## src/rtl/writeback_stage.sv

```systemverilog
// Writeback stage: retires memory-stage results into the register-file write port,
// splitting LDD double-word results into an even-register then an odd-register write.
module writeback_stage #(
    parameter int unsigned BUS_DATA_WIDTH = 64,
    parameter int unsigned REG_WIDTH      = 32
) (
    input  logic                      clk,
    input  logic                      reset,
    input  logic                      mem_valid,
    output logic                      wb_ready,
    input  logic [BUS_DATA_WIDTH-1:0] mem_data_in,
    input  logic [4:0]                mem_regD_in,
    input  logic                      mem_regWrite,
    input  logic                      mem_regWriteDouble,
    input  logic [3:0]                mem_icc_in,
    input  logic [3:0]                mem_icc_en,
    output logic                      WB_reg_en,
    output logic [REG_WIDTH-1:0]      WB_data_out,
    output logic [4:0]                WB_regD_out,
    output logic [3:0]                WB_icc_out,
    output logic [3:0]                WB_icc_en,
    output logic [4:0]                MemWB_regD_out,
    output logic                      MemWB_regWrite,
    output logic                      MemWB_regWriteDouble,
    output logic [31:0]               retired_count
);

    localparam int unsigned REG_ADDR_W = 5;
    localparam int unsigned ICC_W      = 4;
    localparam int unsigned CNT_W      = 32;

    typedef enum logic [1:0] {
        IDLE = 2'd0,
        WR1  = 2'd1,
        WR2  = 2'd2
    } state_t;

    state_t                    state;
    state_t                    state_next;

    logic [BUS_DATA_WIDTH-1:0] hold_data;
    logic [REG_ADDR_W-1:0]     hold_rd;
    logic                      hold_regWrite;
    logic                      hold_double;
    logic [ICC_W-1:0]          hold_icc;
    logic [ICC_W-1:0]          hold_icc_en;

    logic                      accept;
    logic                      retire_c;
    logic [REG_ADDR_W-1:0]     rd_even;
    logic [REG_ADDR_W-1:0]     rd_odd;
    logic [REG_ADDR_W-1:0]     wr1_rd;
    logic [REG_WIDTH-1:0]      data_hi;
    logic [REG_WIDTH-1:0]      data_lo;

    // Pair addresses and word halves for the double-word sequence
    assign rd_even = {hold_rd[REG_ADDR_W-1:1], 1'b0};
    assign rd_odd  = {hold_rd[REG_ADDR_W-1:1], 1'b1};
    assign wr1_rd  = hold_double ? rd_even : hold_rd;
    assign data_hi = hold_data[BUS_DATA_WIDTH-1 -: REG_WIDTH];
    assign data_lo = hold_data[REG_WIDTH-1:0];

    assign accept   = mem_valid && wb_ready;
    assign retire_c = ((state == WR1) && !hold_double) || (state == WR2);

    // State register
    always_ff @(posedge clk or posedge reset) begin
        if (reset) begin
            state <= IDLE;
        end else begin
            state <= state_next;
        end
    end

    // Next-state logic
    always_comb begin
        state_next = state;
        case (state)
            IDLE: begin
                if (accept) begin
                    state_next = WR1;
                end
            end
            WR1: begin
                if (hold_double) begin
                    state_next = WR2;
                end else if (accept) begin
                    state_next = WR1;
                end else begin
                    state_next = IDLE;
                end
            end
            WR2: begin
                if (accept) begin
                    state_next = WR1;
                end else begin
                    state_next = IDLE;
                end
            end
            default: begin
                state_next = IDLE;
            end
        endcase
    end

    // Output decode from the registered state and hold registers
    always_comb begin
        wb_ready             = 1'b1;
        WB_reg_en            = 1'b0;
        WB_data_out          = '0;
        WB_regD_out          = '0;
        WB_icc_out           = '0;
        WB_icc_en            = '0;
        MemWB_regD_out       = '0;
        MemWB_regWrite       = 1'b0;
        MemWB_regWriteDouble = 1'b0;
        case (state)
            WR1: begin
                wb_ready             = !hold_double;
                WB_regD_out          = wr1_rd;
                WB_data_out          = hold_double ? data_hi : data_lo;
                WB_reg_en            = (hold_regWrite || hold_double) && (wr1_rd != '0);
                WB_icc_out           = hold_icc;
                WB_icc_en            = hold_icc_en;
                MemWB_regD_out       = wr1_rd;
                MemWB_regWrite       = hold_regWrite || hold_double;
                MemWB_regWriteDouble = hold_double;
            end
            WR2: begin
                WB_regD_out          = rd_odd;
                WB_data_out          = data_lo;
                WB_reg_en            = 1'b1;
                MemWB_regD_out       = rd_odd;
                MemWB_regWrite       = 1'b1;
                MemWB_regWriteDouble = 1'b0;
            end
            default: begin
                wb_ready = 1'b1;
            end
        endcase
    end

    // Capture the retiring instruction on a handshake
    always_ff @(posedge clk or posedge reset) begin
        if (reset) begin
            hold_data     <= '0;
            hold_rd       <= '0;
            hold_regWrite <= 1'b0;
            hold_double   <= 1'b0;
            hold_icc      <= '0;
            hold_icc_en   <= '0;
        end else if (accept) begin
            hold_data     <= mem_data_in;
            hold_rd       <= mem_regD_in;
            hold_regWrite <= mem_regWrite;
            hold_double   <= mem_regWriteDouble;
            hold_icc      <= mem_icc_in;
            hold_icc_en   <= mem_icc_en;
        end
    end

    // Count instructions on their last write cycle; wraps naturally
    always_ff @(posedge clk or posedge reset) begin
        if (reset) begin
            retired_count <= '0;
        end else if (retire_c) begin
            retired_count <= retired_count + CNT_W'(1);
        end
    end

endmodule

```

## config.mk

```make
export PLATFORM = sky130hd
export DESIGN_NAME = writeback_stage
export DESIGN_NICKNAME = d
export VERILOG_FILES = /design/src/rtl/writeback_stage.sv
export SDC_FILE = /design/constraint.sdc
export NUM_CORES = 1
export LEC_CHECK = 0
export CAP_MARGIN = 20
export CORE_MARGIN = 2
export CORE_UTILIZATION = 50
export CTS_CLUSTER_DIAMETER = 30
export DETAILED_ROUTE_END_ITERATION = 7
export HOLD_SLACK_MARGIN = 0.02
export PLACE_DENSITY_LB_ADDON = 0.15
export REMOVE_ABC_BUFFERS = 1
export SLEW_MARGIN = 20
export SYNTH_ARGS = -nofsm -noshare
export SYNTH_HDL_FRONTEND = slang
export SYNTH_SLANG_ARGS = --single-unit
```

## constraint.sdc

```tcl
create_clock -name clk -period 7.6 [get_ports clk]
set_clock_uncertainty 0.05 [all_clocks]
set_input_delay 1.52 -clock clk [delete_from_list [all_inputs] [get_ports clk]]
set_output_delay 1.52 -clock clk [all_outputs]
set_load 0.02 [all_outputs]
```

# Word-level counts from Yosys, hierarchy flattened
# Index checks and enable logic that the tools add are counted.
[word_totals]
ff_bits = 113
output_inout_bits = 86
elab_cells = 34
[classes]
n_addsub = 1
n_eq_ne = 3
mux = 14
reduce_logical = 8
[op_table]
columns = ["op", "n"]
rows = [
  ["$pmux W32 S2", 1],
  ["$add A32 B1 Y32 const B", 1],
  ["$mux W32", 1],
  ["$pmux W5 S2", 1],
  ["$mux W4", 2],
  ["$pmux W2 S3", 1],
  ["$reduce_bool A5 Y1", 1],
  ["$mux W1", 4],
  ["$mux W2", 2],
  ["$pmux W1 S2", 2],
  ["$logic_and A1 B1 Y1", 3],
  ["$eq A2 B1 Y1 const B", 1],
  ["$eq A2 B2 Y1 const B", 1],
  ["$logic_not A2 Y1", 1],
  ["$logic_or A1 B1 Y1", 2],
  ["$ne A2 B2 Y1 const B", 1],
  ["$logic_not A1 Y1", 1],
]

# Longest topological paths before layout
[logic_depth]
ltp_word = 6
mapped_depth = 8
ltp_nobuf = 7

# Worst setup path before layout
# OpenSTA, ideal clock, no wires.
[synth_path]
path_type = "flip-flop to output port"
from = "register state[0]"
to = "output port WB_reg_en"
t_arrival_ns = 1.948
setup_slack_ns = 4.082
stages_incl_launch_ff = 5
path_buffers = 0
cell_sequence = "dfrtp_1 > inv_1 > ha_1 > a21boi_0 > a21boi_0"
[synth_between]
elab_chain_cells = 2
[synth_rtl]
columns = ["item", "line", "source"]
rows = [
  ["from (decl)", "38", "state_t state;"],
  ["from (signal assigned)", "71", "state <= state_next;"],
  ["$eq A2 B2 Y1 / $eq A2 B1 Y1 (equally long branches)", "117", "case (state)"],
  ["$pmux W1 S2 *", "117", ""],
  ["to (decl)", "17", "output logic WB_reg_en,"],
]
# Mark *: on every way between the ends. The rest lies on a longest branch, timed or not.

# Worst setup path after layout
# Ends and elaborated chain as after synthesis.

==> results.toml <==
[global_routing]
grt-ovfl-total = 0
grt_usage = 0.216
grt_pass1_wl_mm = 18.8
grt_pass1_vias = 3940
antenna_found_initial = 0
grt_max_degree = 84

[clocking]
cts_hold_buf = 0
clock_sinks = 113
htree_levels = 4
cts_root_buf = "clkbuf_8"
post-cts-setup-buffer-count = 0
cts_resized = 0
cts.reportedPaths.clkPinSlew_ns = 0.05
insertion_delay_ns = 0.51
numCtsBuffers = 17
ctsLongestPathBuffers = 2
cts_tree = "yes"

[timing]
period_minus_slack_ns = 4.74
drv_slew = 0
slew_headroom = 0.299
finalHoldViolations = 0
worst_pin_slew_ns = 1.05
rsz0062_at_grt = "no"
setup_viol = 0
final.setup.tns_ns = 0
fmax_mhz = 211
min_period_over_period = 0.624

[power_and_ir_drop]
p_leak_nw = 3.07
peakVddDrop_uv = 194
powerDensity_mw_per_mm2 = 352

[setup_path]
r2r_cells = 5
cp-start-kind = "flip-flop"
reg2reg_slack_ns = 5.08
cp.required_ns = 6.03
worstSetupPathType = "reg2out"
end_kind = "output port"
r2r-start = "state[1]"
cp_max_fo = 34
critical_path_arrival_ns = 3.17
r2r_end = "hold_data[9]"

[synth]
synthSimpleGateAreaFrac = 0.120
synthAdderAreaFrac = 0.0121
synthFlopType = "dfrtp_1"
synth-seq-cells = 113
synth_edf_count = 0
syn_area_mm2 = 0.00516
synth.top_cells.by_area = "dfrtp_1, mux2_2, a22oi_1"
yosys.area.top_type_share = 0.548
synthArstFlopShare = 1.00
seq_area_frac_synth = 0.548
synthCells = 412
yosysTopAreaCell = "dfrtp_1"
avgSynthCellArea_um2 = 12.5
synth-xor-area-share = 0.0526
synth_mux_area_frac = 0.172
synth_top_family_by_area = "multiplexers"
synth_compound_area_frac = 0.0628
ys_types = 33
synth_warnings = 0

[hold_path]
worstHoldStart = "retired_count[31]"
min_path_cells = 1
min_path_type = "reg2reg"
holdPathEnd = "retired_count[31]"

[run]
cap_violations = 0

[detailed_routing]
first_pass_iters = 4
vias = 3712
post_drt_wl_per_cell_um = 16.0
routed_via_density = 5.15
drt_iter0_markers = 156
ant_nets = 0
drcViolationCount = 0
totalWireLength_mm = 11.5

[floorplan]
die-area_mm2 = 0.0112
core_mm2 = 0.0102
fp-row-count = 37
initial_core_util = 0.507
ios = 168
die_x_um = 106
die_height_um = 106

[placed_design]
place_congestion = 0.798
portBuffers = 167
dp_hpwl_mm = 7.78

[finish]
drive_gt1_frac = 0.202
fin_util = 0.732
area_growth_pct = 44.4
layout.nets = 662
antenna_cells = 0

[status]
status = "completed"
power breakdown:
part / switching [W] / total, W / internal (W)
logic: 0.000511 / 0.00103 / 0.000523
clock network: 0.000251 / 0.000752 / 0.000501
registers: 0.0000917 / 0.000837 / 0.000746
total: 0.000854 / 0.00262 / 0.00177
flip-flops by register name, summed over array words and instances, names as in the netlist:
name           count
hold_double        1
hold_icc           4
hold_rd            5
hold_icc_en        4
retired_count     32
state              2
hold_regWrite      1
hold_data         64
cells in the final DEF, fill, tap and decap left out, types with 2 or more instances in the layout:
master,instances
clkdlybuf4s50_1,167
dfrtp_1,113
mux2_2,79
nor2b_1,33
a22oi_1,32
xnor2_1,20
nand2_1,18
clkbuf_16,16
and2_1,12
xor2_1,11
nand3_1,9
nor2_1,9
nand4_1,8
inv_1,7
clkbuf_8,6
and3_1,5
ha_1,5
clkinv_2,4
nand2b_1,3
o21ai_0,3
nor3_1,3
nor4_1,2
a21boi_0,2
bufinv_16,2
buf_4,2
metrics by stage:
stage | power, W | hold slack, ns | setup WS (ns) | cell area (um2) | instances
after global placement | 0.00186 | 0.425 | 3.12 | 6890 | 692
after CTS | 0.00265 | 0.436 | 2.76 | 7460 | 721
final | 0.00262 | 0.436 | 2.86 | 7460 | 721
after floorplan | 0.00146 | 0.422 | 3.04 | 5030 | 387
after detailed placement | 0.00189 | 0.429 | 3.32 | 6890 | 692
after global routing | 0.00276 | 0.454 | 2.58 | 7460 | 721
routing by layer:
metal	global-route usage	routed length, um
met5	0	0
met4	0.0771	139
met3	0.0866	903
met2	0.349	5640
met1	0.264	4870
synth_stat cells (all sizes together) (2+ instances only):
cell and n:
dfrtp 113, and2 13, and3 5, a21oi 3, clkbuf 8, nor2 10, nor4 2, a22oi 32
nand4 9, o21ai 3, nor3 4, nand2 18, xor2 11, a21boi 2, mux2 79, ha 5
inv 9, nand3 9, xnor2 20, nand2b 4, nor2b 33, buf 17
layout make-up:
cell class,instances,area [um2]
flip-flops and latches,113,2830
fillers,696,2730
multi-input cells,265,2170
repair buffers,169,1690
clock buffers,23,487
well taps,136,170
clock inverters,6,80.1
inverters,9,36.3
worst max-delay path by stage:
stage	from	depth (start not counted)	slack [ns]	endpoint
final	state[0]	5	2.86	WB_reg_en
after detailed placement	state[0]	5	3.32	WB_reg_en
after global placement	state[1]	7	3.12	WB_data_out[18]
after global routing	state[0]	5	2.58	WB_reg_en
after CTS	state[0]	5	2.76	WB_reg_en
after floorplan	reset	1	3.04	hold_data[0]
cells by family after synthesis:
kind of cell    count (synthesis)
simple gates                  107
flops                         113
fa+ha+maj                       5
compound gates                 43
buf+inv                        34
mux                            79
xor+xnor                       31
critical path, stage by stage (launching register included):
cell	delay, ns
dfrtp_1	0.40
inv_1	0.09
ha_1	0.97
a21boi_0	0.36
a21boi_0	0.21
clkdlybuf4s50_1	0.63
(Power assumes the default switching activity.)
